--- config.mk ---
export PLATFORM = sky130hd
export DESIGN_NAME = fir_out_buffer_flat
export DESIGN_NICKNAME = d
export VERILOG_FILES = /design/src/rtl/fir_out_buffer_if.sv /design/src/rtl/fir_out_buffer.sv /design/src/flat_wrapper.sv
export SDC_FILE = /design/constraint.sdc
export NUM_CORES = 1
export LEC_CHECK = 0
export CAP_MARGIN = 5
export CORE_MARGIN = 8
export CORE_UTILIZATION = 56
export DETAILED_ROUTE_END_ITERATION = 16
export DONT_BUFFER_PORTS = 1
export GPL_TIMING_DRIVEN = 0
export PLACE_DENSITY = 0.71
export SLEW_MARGIN = 25
export SYNTH_ARGS = -nofsm -noshare
export SYNTH_HDL_FRONTEND = slang
export SYNTH_SLANG_ARGS = --single-unit
--- constraint.sdc ---
create_clock -name clk -period 4.7 [get_ports clk]
set_input_delay 0.94 -clock clk [delete_from_list [all_inputs] [get_ports clk]]
set_output_delay 0.94 -clock clk [all_outputs]
set_load 0.05 [all_outputs]
--- src/rtl/fir_out_buffer_if.sv ---
`default_nettype none
// ============================================================================
// Module      : fir_out_buffer_if
// Description : Bus bundle between the FIR output buffer and its neighbours:
//               sample capture from the filter, the show-ahead output
//               handshake, and the occupancy/status flags.
// Revision    : 1.0 - initial release
// ============================================================================
interface fir_out_buffer_if #(
    parameter int IN_W  = 19,
    parameter int OUT_W = 12,
    parameter int DEPTH = 8
);
    localparam int c_cnt_w = $clog2(DEPTH) + 1;

    logic               valid_in;
    logic [IN_W-1:0]    y_in;
    logic [OUT_W-1:0]   out_data;
    logic               out_valid;
    logic               out_ready;
    logic [c_cnt_w-1:0] count;
    logic               overflow;
    logic               sat;

    // Buffer side: takes samples and consumer ready, drives data and status.
    modport slave (
        input  valid_in, y_in, out_ready,
        output out_data, out_valid, count, overflow, sat
    );

    // Environment side: FIR source plus consumer.
    modport master (
        output valid_in, y_in, out_ready,
        input  out_data, out_valid, count, overflow, sat
    );
endinterface
`default_nettype wire

--- src/rtl/fir_out_buffer.sv ---
`default_nettype none
// ============================================================================
// Module      : fir_out_buffer
// Description : Captures 19-bit FIR results, scales them by a right shift
//               (truncating, or round-half-up when FIR_OUT_ROUND_EN is
//               defined), saturates to OUT_W bits and queues them in a
//               show-ahead FIFO with a valid/ready output. Dropped samples
//               and clipped samples raise sticky flags.
// Config      : FIR_OUT_ROUND_EN - enables round-half-up scaling.
// Revision    : 1.0 - initial release
// ============================================================================
module fir_out_buffer #(
    parameter int IN_W  = 19,
    parameter int OUT_W = 12,
    parameter int SHIFT = 7,
    parameter int DEPTH = 8
) (
    input  wire logic          clk,
    input  wire logic          rst,
    fir_out_buffer_if.slave    bus
);
    localparam int c_ptr_w = $clog2(DEPTH);
    localparam int c_cnt_w = c_ptr_w + 1;

    localparam logic [c_cnt_w-1:0] c_full    = c_cnt_w'(DEPTH);
    localparam logic [c_cnt_w-1:0] c_cnt_one = c_cnt_w'(1);
    localparam logic [c_ptr_w-1:0] c_ptr_one = c_ptr_w'(1);
    // Largest representable output word, widened to the scaling width.
    localparam logic [IN_W:0]      c_max     = {{(IN_W+1-OUT_W){1'b0}}, {OUT_W{1'b1}}};
`ifdef FIR_OUT_ROUND_EN
    localparam logic [IN_W:0]      c_round   = {{IN_W{1'b0}}, 1'b1} << (SHIFT - 1);
`endif

    logic [OUT_W-1:0]   mem_q [DEPTH];
    logic [OUT_W-1:0]   mem_d [DEPTH];
    logic [c_ptr_w-1:0] wr_ptr_q, wr_ptr_d;
    logic [c_ptr_w-1:0] rd_ptr_q, rd_ptr_d;
    logic [c_cnt_w-1:0] count_q, count_d;
    logic               overflow_q, overflow_d;
    logic               sat_q, sat_d;

    logic [IN_W:0]      w_sum;
    logic [IN_W:0]      w_scaled;
    logic               w_clip;
    logic [OUT_W-1:0]   w_word;
    logic               w_full;
    logic               w_pop;
    logic               w_push;
    logic               w_drop;

    // Scale the incoming sample one bit wider than the input so a rounding
    // carry survives until the saturation compare.
    always_comb begin
`ifdef FIR_OUT_ROUND_EN
        w_sum    = {1'b0, bus.y_in} + c_round;
`else
        w_sum    = {1'b0, bus.y_in};
`endif
        w_scaled = w_sum >> SHIFT;
        w_clip   = (w_scaled > c_max);
        w_word   = w_clip ? {OUT_W{1'b1}} : w_scaled[OUT_W-1:0];
    end

    // Handshake decode: a full FIFO still accepts a sample when the head
    // word leaves in the same cycle.
    always_comb begin
        w_full = (count_q == c_full);
        w_pop  = (count_q != '0) && bus.out_ready;
        w_push = bus.valid_in && (!w_full || w_pop);
        w_drop = bus.valid_in && w_full && !w_pop;
    end

    // Next-state for storage, pointers, occupancy and sticky flags.
    always_comb begin
        mem_d      = mem_q;
        wr_ptr_d   = wr_ptr_q;
        rd_ptr_d   = rd_ptr_q;
        count_d    = count_q;
        overflow_d = overflow_q | w_drop;
        sat_d      = sat_q | (bus.valid_in && w_clip);

        if (w_push) begin
            mem_d[wr_ptr_q] = w_word;
            wr_ptr_d        = wr_ptr_q + c_ptr_one;
        end
        if (w_pop) begin
            rd_ptr_d = rd_ptr_q + c_ptr_one;
        end
        unique case ({w_push, w_pop})
            2'b10:   count_d = count_q + c_cnt_one;
            2'b01:   count_d = count_q - c_cnt_one;
            default: count_d = count_q;
        endcase
    end

    // State registers; reset empties the FIFO at once, without a clock edge.
    always_ff @(posedge clk or posedge rst) begin
        if (rst) begin
            for (int i = 0; i < DEPTH; i++) begin
                mem_q[i] <= '0;
            end
            wr_ptr_q   <= '0;
            rd_ptr_q   <= '0;
            count_q    <= '0;
            overflow_q <= 1'b0;
            sat_q      <= 1'b0;
        end else begin
            mem_q      <= mem_d;
            wr_ptr_q   <= wr_ptr_d;
            rd_ptr_q   <= rd_ptr_d;
            count_q    <= count_d;
            overflow_q <= overflow_d;
            sat_q      <= sat_d;
        end
    end

    // Show-ahead output: the head word is always presented.
    always_comb begin
        bus.out_data  = mem_q[rd_ptr_q];
        bus.out_valid = (count_q != '0);
        bus.count     = count_q;
        bus.overflow  = overflow_q;
        bus.sat       = sat_q;
    end
endmodule
`default_nettype wire

--- src/flat_wrapper.sv ---
// flat-port wrapper written by rule: the top's interface ports become plain ports
module fir_out_buffer_flat 
#(
    parameter int IN_W  = 19,
    parameter int OUT_W = 12,
    parameter int SHIFT = 7,
    parameter int DEPTH = 8
)
  (clk, rst, bus_valid_in, bus_y_in, bus_out_ready, bus_out_data, bus_out_valid, bus_count, bus_overflow, bus_sat);
  fir_out_buffer_if #(.IN_W(IN_W), .OUT_W(OUT_W), .DEPTH(DEPTH)) bus_i ();
  input  wire logic clk;
  input  wire logic rst;
  input wire logic [$bits(bus_i.valid_in)-1:0] bus_valid_in;
  input wire logic [$bits(bus_i.y_in)-1:0] bus_y_in;
  input wire logic [$bits(bus_i.out_ready)-1:0] bus_out_ready;
  output wire logic [$bits(bus_i.out_data)-1:0] bus_out_data;
  output wire logic [$bits(bus_i.out_valid)-1:0] bus_out_valid;
  output wire logic [$bits(bus_i.count)-1:0] bus_count;
  output wire logic [$bits(bus_i.overflow)-1:0] bus_overflow;
  output wire logic [$bits(bus_i.sat)-1:0] bus_sat;
  assign bus_i.valid_in = bus_valid_in;
  assign bus_i.y_in = bus_y_in;
  assign bus_i.out_ready = bus_out_ready;
  assign bus_out_data = bus_i.out_data;
  assign bus_out_valid = bus_i.out_valid;
  assign bus_count = bus_i.count;
  assign bus_overflow = bus_i.overflow;
  assign bus_sat = bus_i.sat;
  fir_out_buffer #(.IN_W(IN_W), .OUT_W(OUT_W), .SHIFT(SHIFT), .DEPTH(DEPTH)) u_core (.clk(clk), .rst(rst), .bus(bus_i));
endmodule
==> flow_summary.yaml, run 1 <==
worst_setup_path:
  crit_chain: "clkbuf_1, clkbuf_1, mux4_2, mux2_2"
  crit_path_end_kind: "output port"
  critical_path_required_ps: 3760
  r2r_start: "u_core.bus.count[1]"
  r2r_end: "u_core.bus.count[3]"
  cp_slowest_cell: "clkbuf_1"
  cp_max_fo: 10
  rr_worst_depth: 10
  critPathKind: "register to output port"
  crit_arrival_ps: 2570
  cpMostUsedCell: "clkbuf_1"
  cp-start-kind: "register"
  regToRegSetupSlack_ps: 1580
  cp.buffers_inverters: 2
  crit_family: "buffers and inverters"
  cp_slowest_stage_delay_ps: 640
synthesis:
  synthSimpleGateAreaFrac_pct: 3.15
  synth-warning-count: 0
  synth_ff_type: "dfrtp_1"
  netlist.area_leader.share_pct: 50.8
  synthArstFlopShare_pct: 100
  synth-seq-cells: 108
  synth_top_cell_by_area: "dfrtp_1"
  yosys.cell_types.count: 41
  synth_top_family_by_area: "multiplexers"
  synth.area.top_cells: "dfrtp_1 (51%), mux2_2 (13%), mux2_4 (11%), mux4_2 (10%), mux2_1 (1.7%)"
  synth-seq-area-share_pct: 50.8
  synthAdderAreaFrac_pct: 1.18
  syn_area_um2: 5320
  synthXorXnorAreaFrac_pct: 1.15
  netlist_top_cells_count: "dfrtp_1 (108), mux2_2 (63), mux2_4 (40)"
  syn_area_per_cell_um2: 16.6
  synth_nets: 349
  synth-edff-count: 0
  synthesis.instances: 321
  synth-compound-area-share_pct: 3.39
  post-synth-top-count-cell: "dfrtp_1"
  synth_mux_area_share_pct: 36.7
detailed_routing:
  drtIter0Drc: 122
  avgRoutedWirePerCell_um: 22.1
  drc: 0
  antenna_left: 0
  wl_um: 10300
  drtPass1Iterations: 4
  num_vias: 2761
  via_per_inst: 5.91
run:
  maxCapViolations: 0
floorplan:
  rows: 35
  core_um2: 9240
  io_pins: 42
  start_util_pct: 57.6
  fp.dieH_um: 113
  die_width_um: 113
  dieArea_um2: 12900
grt:
  grt_util_all_layers_pct: 17.2
  grt_overflow: 0
  grtUsageMet1_pct: 21.6
  use_met2_pct: 28.4
  antenna_found_initial: 0
  busiest_layer: "met2"
  grt_pass1_wl_um: 16800
  grt_pass1_vias: 2977
  grt_util_met3_pct: 5.60
  grt_max_degree: 58
timing:
  fmax_ghz: 0.285
  hold_viol: 0
  period_share_pct: 74.7
  worst_hold_slack_ps: 464
  slew_violations: 0
  tightest_slew_ps: 839
  clock_skew_ps: 12.8
  setup_viol: 0
  maxSlewHeadroom_pct: 44.1
  grt_setup_unrepaired: "false"
  fin_crit_ps: 3510
cts:
  cts_max_level: 3
  ctsLongestPathBuffers: 2
  clock_latency_ps: 370
  root_buffer: "clkbuf_8"
  cts_made_buffers: 9
  cts.clk_slew.worst_paths_ps: 100
  cts_tree: "done"
  clock-sinks: 108
  post_cts_resized: 0
  hold_buffers: 0
  post_cts_buffers: 0
finish:
  insertedDiodeCount: 0
  area_growth_pct: 7.46
  num-fill-cells: 680
  final_nets: 361
  drive_gt1_share_pct: 50.6
power:
  finalPower_mw: 4.59
  p_per_area_nw_per_um2: 803
  p_leak_nw: 2.49
  irDropWorstVdd_v: 0.000417
place:
  detailed_place_hpwl_um: 6800
  portBuffers: 0
  place_congestion: 0.735
status:
  status: "finished clean"
hold_path:
  hold_path.class: "primary input to asynchronous set/reset pin"
==> worst max-delay path by stage <==
stage                  startpoint             endpoint  slack (ps)  cells past startpoint
6_report       u_core.rd_ptr_q[1]      bus_out_data[6]        1190                      4
5_1_grt        u_core.rd_ptr_q[1]      bus_out_data[3]        1100                      4
4_1_cts        u_core.rd_ptr_q[1]      bus_out_data[6]        1170                      4
3_5_place_dp        bus_out_ready  u_core.bus.count[3]        1550                      7
3_3_place_gp                  rst      u_core.mem_q[7]        -220                      1
2_1_floorplan                 rst  u_core.bus.count[0]         910                      1
==> power breakdown <==
group | total [mW] | internal (mW) | switching [mW]
logic | 2.26 | 1.11 | 1.15
clock network | 0.577 | 0.277 | 0.299
registers | 1.75 | 1.40 | 0.354
total | 4.59 | 2.78 | 1.81
==> cells by family after synthesis <==
family | after synthesis
AOI/OAI and AO/OA | 19
DFF | 108
adders and majority gates | 5
and+or+nand+nor | 19
xor gates and xnor gates | 7
muxes | 136
buffers and inverters | 27
==> registers in the layout, indices dropped and copies added, names as in the netlist <==
register / cells
u_core.bus.overflow: 1
u_core.wr_ptr_q: 3
u_core.bus.count: 4
u_core.bus.sat: 1
u_core.rd_ptr_q: 3
u_core.mem_q: 96
==> layout by cell type (no fill, tap or decap), types with 2 or more instances in the layout <==
cell	netlist	routed
a21oi_1	4	4
and4bb_2	3	3
buf_12	4	4
buf_2	7	7
buf_6	2	2
clkbuf_1	9	11
clkbuf_8	0	11
dfrtp_1	108	108
ha_1	5	5
inv_1	4	3
inv_6	0	2
mux2_1	8	8
mux2_2	63	63
mux2_4	40	40
mux4_2	24	24
nand2b_1	2	2
nand4b_1	2	2
o211ai_1	2	2
o21ai_2	2	2
o21ai_4	4	4
xnor2_1	6	6
==> routing by layer <==
layer	part of all wire [%]	routed length (um)	vias up
li1	-	-	1229
met4	0.67	69	0
met1	45	4620	1489
met2	50	5160	38
met3	4.6	472	5
met5	0	0	-
==> through the flow <==
stage	instance area [um^2]	setup TNS [ps]	cells	worst slack, ps	util (%)
3_3_place_gp	5480	-22470	450	-216	59.3
5_1_grt	5720	0	467	1100	61.9
4_1_cts	5720	0	467	1170	61.9
6_report	5720	0	467	1190	61.9
2_1_floorplan	5320	0	321	914	-
3_5_place_dp	5510	0	451	1550	59.7
==> final cells by class <==
type	instances	area (um^2)	share of cell area, %
Clock buffer	13	159	2.78
Multi-Input combinational cell	186	2420	42.4
Timing Repair Buffer	1	27.5	0.482
Clock inverter	3	43.8	0.766
Tap cell	129	161	2.82
Inverter	4	20.0	0.350
Sequential cell	108	2700	47.3
Buffer	23	179	3.13
Note: power is estimated with default switching activity, not from simulation.
==> inputs of run 2 (changes only) <==
--- a/config.mk
+++ b/config.mk
@@ -11,7 +11,7 @@
 export DETAILED_ROUTE_END_ITERATION = 16
 export DONT_BUFFER_PORTS = 1
 export GPL_TIMING_DRIVEN = 0
-export PLACE_DENSITY = 0.71
+export PLACE_DENSITY = 0.74
 export SLEW_MARGIN = 25
 export SYNTH_ARGS = -nofsm -noshare
 export SYNTH_HDL_FRONTEND = slang
==> constraint.sdc (replaced) <==
create_clock -name clk -period 3.13 [get_ports clk]
set_input_delay 0.626 -clock clk [delete_from_list [all_inputs] [get_ports clk]]
set_output_delay 0.626 -clock clk [all_outputs]
set_load 0.05 [all_outputs]
==> flow_summary.yaml, run 2 (synthesized netlist as in run 1, its figures left out) <==
finish:
  seq_area_um2: 2710
  num-fill-cells: 662
  layout_common_cells: "dfrtp_1 (104), mux2_2 (63), mux2_4 (40)"
  area_growth_pct: 8.16
  fin_util_pct: 62.3
  drive_gt1_share_pct: 53.1
  multi_input_area_um2: 2430
  fin_cells: 466
  regMostFlops: "u_core.mem_q"
  mostFrequentLayoutCell: "dfrtp_1"
  largest_register_ffs: 96
  final_nets: 362
  insertedDiodeCount: 0
grt:
  antenna_found_initial: 0
  grt_pass1_wl_um: 17000
  grt_util_all_layers_pct: 17.4
  grt_overflow: 0
  grt_max_degree: 34
  grt_pass1_vias: 3019
detailed_routing:
  wl_um: 10300
  wl_met3_um: 530
  avgRoutedWirePerCell_um: 22.1
  top_layer: "met4"
  route.met2.wl_um: 5000
  drtIter0Drc: 140
  antenna_left: 0
  drc: 0
  wl_met1_um: 4640
  drtPass1Iterations: 4
  via_per_inst: 5.91
  num_vias: 2753
worst_setup_path:
  cp_max_fo: 10
  cp.buffers_inverters: 2
  critPathKind: "register to output port"
  cp-start-kind: "register"
  cp_slowest_cell: "clkbuf_2"
  crit_chain: "clkbuf_1, clkbuf_2, mux4_2, mux2_2"
  regToRegSetupSlack_ps: 210
  r2r_end: "u_core.bus.count[3]"
  crit_path_end_kind: "output port"
  crit_arrival_ps: 2350
  cp_slowest_stage_delay_ps: 420
  r2r_start: "u_core.bus.count[1]"
  rr_worst_depth: 8
  crit_family: "buffers and inverters"
  critical_path_required_ps: 2500
floorplan:
  core_um2: 9240
  start_util_pct: 57.6
  die_width_um: 113
  rows: 35
  fp.dieH_um: 113
  dieArea_um2: 12900
  io_pins: 42
place:
  place_congestion: 0.739
  dp_cells: 453
  post-place-ws_ps: -2.73
  detailed_place_hpwl_um: 6770
  portBuffers: 0
cts:
  ctsLongestPathBuffers: 2
  root_buffer: "clkbuf_8"
  cts_max_level: 3
  cts_tree: "done"
  cts.clk_slew.worst_paths_ps: 90
  post_cts_resized: 5
  clock-sinks: 108
  cts_made_buffers: 9
  hold_buffers: 0
  post_cts_buffers: 0
  clock_latency_ps: 370
timing:
  maxSlewHeadroom_pct: 42.9
  tightest_slew_ps: 856
  grt_setup_unrepaired: "false"
  fin_crit_ps: 2970
  clock_skew_ps: 7.58
  fmax_ghz: 0.336
  tns_ps: 0
  period_share_pct: 95.0
  setup_ws_ps: 157
  setup_viol: 0
  slew_violations: 0
  hold_viol: 0
run:
  maxCapViolations: 0
status:
  status: "finished clean"
power:
  p_leak_nw: 2.50
  p_per_area_nw_per_um2: 1200
  irDropWorstVdd_v: 0.000795
hold_path:
  hold_path.class: "primary input to asynchronous set/reset pin"
[run 2: cell types whose count changed in the layout (fill, tap and decap cells not counted), moves of 2 or more]
| cell | change |
|---|---|
| buf_12 | +3 |
| buf_2 | -2 |
| clkbuf_4 | +2 |
| clkbuf_2 | +2 |
| inv_6 | -2 |
| dfrtp_1 | -4 |
| clkbuf_1 | -4 |
| dfrtp_2 | +4 |
[run 2: how the worst max path moves through the flow]
stage | start | to | slack [ps] | cells after the start
after floorplan | u_core.bus.count[1] | u_core.bus.count[3] | 210 | 10
after global placement | u_core.bus.count[1] | u_core.bus.count[3] | 60 | 10
after detailed placement | u_core.bus.count[1] | u_core.bus.count[3] | -3 | 10
after CTS | u_core.rd_ptr_q[0] | bus_out_data[2] | 40 | 4
after global routing | u_core.bus.count[1] | u_core.bus.count[3] | 5 | 8
final | u_core.rd_ptr_q[1] | bus_out_data[2] | 160 | 4
[run 2: layout make-up]
class / count / area share, %
plain buffers: 22 / 3.18
clock buffers: 12 / 2.70
clock inverters: 2 / 0.609
inverters: 4 / 0.326
multi-input cells: 186 / 42.3
flip-flops and latches: 108 / 47.1
well taps: 129 / 2.81
repair buffers: 3 / 1.04
[run 2: layer usage]
layer | vias to the layer above | GRT usage (%)
met5 | - | 0
met4 | 0 | 5.86
met3 | 12 | 4.23
met2 | 46 | 27.0
met1 | 1474 | 23.4
li1 | 1221 | -
[run 2: power by group]
| group | switching [mW] | internal, mW | total [mW] |
|---|---|---|---|
| clock | 0.443 | 0.405 | 0.847 |
| combinational | 1.73 | 1.68 | 3.41 |
| sequential | 0.528 | 2.10 | 2.63 |
| total | 2.70 | 4.19 | 6.89 |
[run 2: per-stage QoR]
step / power (mW) / hold WS (ps) / cell area (um^2)
2_1_floorplan: 5.50 / 452 / 5320
3_3_place_gp: 5.97 / 465 / 5480
3_5_place_dp: 6.08 / 473 / 5540
4_1_cts: 6.95 / 99.6 / 5740
5_1_grt: 7.27 / 99.8 / 5750
6_report: 6.89 / 102 / 5750
==> inputs of run 3 (changes only) <==
--- a/config.mk
+++ b/config.mk
@@ -5,12 +5,11 @@
 export SDC_FILE = /design/constraint.sdc
 export NUM_CORES = 1
 export LEC_CHECK = 0
-export CAP_MARGIN = 5
 export CORE_MARGIN = 8
 export CORE_UTILIZATION = 56
+export CTS_BUF_LIST = sky130_fd_sc_hd__clkbuf_4 sky130_fd_sc_hd__clkbuf_8
 export DETAILED_ROUTE_END_ITERATION = 16
 export DONT_BUFFER_PORTS = 1
-export GPL_TIMING_DRIVEN = 0
 export PLACE_DENSITY = 0.74
 export SLEW_MARGIN = 25
 export SYNTH_ARGS = -nofsm -noshare
==> flow_summary.yaml, run 3 (synthesized netlist as in run 1, its figures left out) <==
status:
  status: "finished clean"
power:
  p_leak_nw: 2.48
  irDropWorstVdd_v: 0.000662
  p_clk_share_pct: 14.7
  p_per_area_nw_per_um2: 1230
  pwr-share-comb_pct: 48.2
  pwr-share-seq_pct: 37.1
  netSwitchingFraction_pct: 38.3
  finalPower_mw: 6.99
  p_sw_mw: 2.68
  p_int_mw: 4.31
finish:
  fin_area_um2: 5700
  largest_register_ffs: 96
  insertedDiodeCount: 0
  num-fill-cells: 672
  fin_util_pct: 61.7
  mostFrequentLayoutCell: "dfrtp_1"
  drive_gt1_share_pct: 52.4
  fin_cells: 457
  area_growth_pct: 7.20
  final_nets: 351
  regMostFlops: "u_core.mem_q"
  layout_common_cells: "dfrtp_1 (108), mux2_2 (63), mux2_4 (40)"
detailed_routing:
  wl_um: 9720
  drtPass1Iterations: 4
  avgRoutedWirePerCell_um: 21.3
  num_vias: 2681
  drtIter0Drc: 146
  antenna_left: 0
  drc: 0
  via_per_inst: 5.87
place:
  detailed_place_hpwl_um: 6190
  dp_cells: 441
  portBuffers: 0
  place_congestion: 0.706
  place_area_um2: 5450
  post-place-ws_ps: 345
timing:
  tns_ps: 0
  worst_hold_slack_ps: 228
  clock_skew_ps: 18.0
  fin_crit_ps: 2830
  tightest_slew_ps: 760
  slew_violations: 0
  hold_viol: 0
  setup_viol: 0
  period_share_pct: 90.3
  setup_ws_ps: 302
  maxSlewHeadroom_pct: 49.3
  fmax_ghz: 0.354
  grt_setup_unrepaired: "false"
floorplan:
  die_width_um: 113
  io_pins: 42
  rows: 35
  dieArea_um2: 12900
  fp.dieH_um: 113
  core_um2: 9240
  start_util_pct: 57.6
run:
  maxCapViolations: 0
worst_setup_path:
  cp-startpoint: "u_core.bus.count[0]"
  cp-start-kind: "register"
  critPathKind: "register to register"
  crit_path_end_kind: "register"
  rr_worst_depth: 6
  cp_max_fo: 8
  crit_arrival_ps: 3060
  critical_path_required_ps: 3370
  r2r_end: "u_core.bus.count[3]"
  regToRegSetupSlack_ps: 300
  r2r_start: "u_core.bus.count[0]"
grt:
  grt_pass1_vias: 2954
  grt_overflow: 0
  grt_max_degree: 43
  antenna_found_initial: 0
  grt_pass1_wl_um: 16200
  grt_util_all_layers_pct: 16.5
cts:
  hold_buffers: 0
  clock_latency_ps: 370
  ctsLongestPathBuffers: 2
  clock-sinks: 108
  cts.clk_slew.worst_paths_ps: 100
  root_buffer: "clkbuf_8"
  cts_tree: "done"
  post_cts_buffers: 0
  cts_made_buffers: 9
  cts_max_level: 3
  post_cts_resized: 0
hold_path:
  hold_path.class: "primary input to asynchronous set/reset pin"
-- run 3: worst max path at each step --
stage / to / slack, ps / cells past startpoint
after CTS: u_core.bus.count[3] / 310 / 6
after detailed placement: u_core.bus.count[3] / 350 / 6
final: u_core.bus.count[3] / 300 / 6
after global placement: u_core.bus.count[3] / 430 / 7
after global routing: u_core.bus.count[3] / 170 / 6
after floorplan: u_core.bus.count[3] / 210 / 10
-- run 3: metal layers --
metal / track usage, % / wire, um / vias to the layer above
li1: - / - / 1205
met1: 20.6 / 4270 / 1418
met2: 27.1 / 4890 / 45
met3: 5.07 / 445 / 13
met4: 4.71 / 116 / 0
met5: 0 / 0 / -
-- run 3: layout make-up --
cell class                      count  area, um^2  area share, %
Clock buffer                       10         138           2.41
Tap cell                          129         161           2.83
Multi-Input combinational cell    186        2420           42.5
Inverter                            4        18.8          0.329
Sequential cell                   108        2700           47.4
Clock inverter                      6         116           2.04
Timing Repair Buffer               14         143           2.50
-- run 3: worst max-delay path: stages (launching register included) --
cell,delay (ps)
dfrtp_1,390
or3_1,610
o21ai_2,320
ha_1,310
or3b_1,390
a2111oi_0,480
o221ai_1,180
-- run 3: power by group through the flow --
stage,clock network [mW],logic (mW),registers (mW)
2_1_floorplan,0,3.00,2.50
3_3_place_gp,0,3.33,2.57
3_5_place_dp,0,3.41,2.61
4_1_cts,1.06,3.42,2.59
5_1_grt,1.12,3.56,2.68
6_report,1.03,3.37,2.59
==> RTL change, RTL diff (settings of run 3) <==
Compare `count_q` against `c_full` with >= in place of ==.
--- a/src/rtl/fir_out_buffer.sv
+++ b/src/rtl/fir_out_buffer.sv
@@ -65,5 +65,5 @@
     // word leaves in the same cycle.
     always_comb begin
-        w_full = (count_q == c_full);
+        w_full = (count_q >= c_full);
         w_pop  = (count_q != '0) && bus.out_ready;
         w_push = bus.valid_in && (!w_full || w_pop);
Function: same outputs for any inputs over 4 cycles, from zero or initial values and one cycle with rst high; that may be too few to reach the edited logic, so the function may still have changed.
==> RTL change against run 3 <==
  * Design area shrank 4.7%
  * Routed wire length shrank 7.4%
  * Fmax grew 4.4%
  * Synthesized area shrank 4.8%
  * Core utilization grew 0.30 points
  * Total power shrank 6.4%
  * Sequential cell count is the same
  * Worst setup slack gained 0.12 ns
  * Clock power shrank 15%
  * Critical endpoint unchanged
==> RTL change: results (changes against run 3) <==
stage,metric,value,unit,change
synthesis,xor and xnor area share after synthesis,0.0121,,+0.000584
place,Setup Slack @ Placement,0.434,ns,+0.0893 ns
cells_and_area,Non-Clock Buffer Count,13,,-1
place,routability cong.,0.705,,-0.14%
global_route,largest net degree at the start of global routing,74,,+72%
synthesis,post-synthesis sequential area ratio,0.534,,+0.0257
power,PD cells,1200,nW/um2,-1.8%
global_route,global-route wire length before repair,15200,um,-6.2%
synthesis,Synth top cells by count,"108 x dfrtp_1, 90 x mux2_2, 24 x mux4_2",,
place,DP HPWL,5710,um,-7.6%
routing,met2 routed WL,4200,um,-14%
global_route,M1 GR Usage,0.205,,-0.000821
power,Comb. pwr,3170,uW,-5.9%
worst_setup_path,Critical Path Max Stage Delay,0.69,ns,+0.08 ns
place,DP Cell Count,413,,-6.3%
synthesis,Synth area leaders,"dfrtp_1 53%, mux2_2 20%, mux4_2 11%",,
cells_and_area,footprint of the multi-input gates,2260,um2,-6.8%
global_route,M2 GR Usage,0.234,,-0.0365
routing,initial drt markers,78,,-47%
cells_and_area,nets,344,,-2.0%
cells_and_area,non-clk buf share,0.0203,,-0.00475
synthesis,synth unique cells,35,,-15%
routing,final wirelength,9000,um,-7.4%
power,Peak VDD IR,0.000569,V,-14%
routing,met1 WL,4230,um,-0.98%
cells_and_area,multi-input combinational cell count,180,,-3.2%
routing,via count,2572,,-4.1%
worst_setup_path,worst reg2reg setup slack,0.42,ns,+0.12 ns
run_status,status,"finished, final reports clean",,
cells_and_area,Finished Layout Cells,429,,-6.1%
sta,max_slew headroom,0.400,,-0.0936
cells_and_area,FILL cells,657,,-2.2%
floorplan,Tap Count,108,,-16%
synthesis,Cells after Synth,311,,-3.1%
routing,wire length on met3,417,um,-6.3%
place,DP Area,5230,um2,-4.1%
cells_and_area,share of layout cells above drive strength 1,0.542,,+0.0177
global_route,vias in the first global route,2823,,-4.4%
cells_and_area,sequential cells,108,,unchanged
synthesis,Post-Synth Adder-Cell Area,0.0124,,+0.000596
global_route,grt met3 use,0.0406,,-0.0101
power,sw power,2500,uW,-6.7%
## RTL change: cell types whose count changed in the layout (fill, tap and decap cells not counted), sizes merged, moves of 3 or more
cell    change
a21oi       -3
o21ai       -6
and4bb      -3
nand2       +3
## RTL change: worst min path at each step
stage          cells past startpoint                 end  slack, ns              from
3_3_place_gp                       1    u_core.mem_q[59]       0.47  u_core.mem_q[59]
6_report                           2  u_core.wr_ptr_q[2]       0.25               rst
2_1_floorplan                      1    u_core.mem_q[59]       0.46  u_core.mem_q[59]
4_1_cts                            2  u_core.wr_ptr_q[2]       0.26               rst
3_5_place_dp                       1    u_core.mem_q[59]       0.48  u_core.mem_q[59]
5_1_grt                            2  u_core.wr_ptr_q[2]       0.28               rst
## RTL change: cells by family after synthesis
family                   Yosys count
XOR/XNOR                           7
adder cells (fa/ha/maj)            5
buffers and inverters             23
AO/OA/AOI/OAI                      7
multiplexers                     136
flip-flops                       108
AND/OR/NAND/NOR                   25
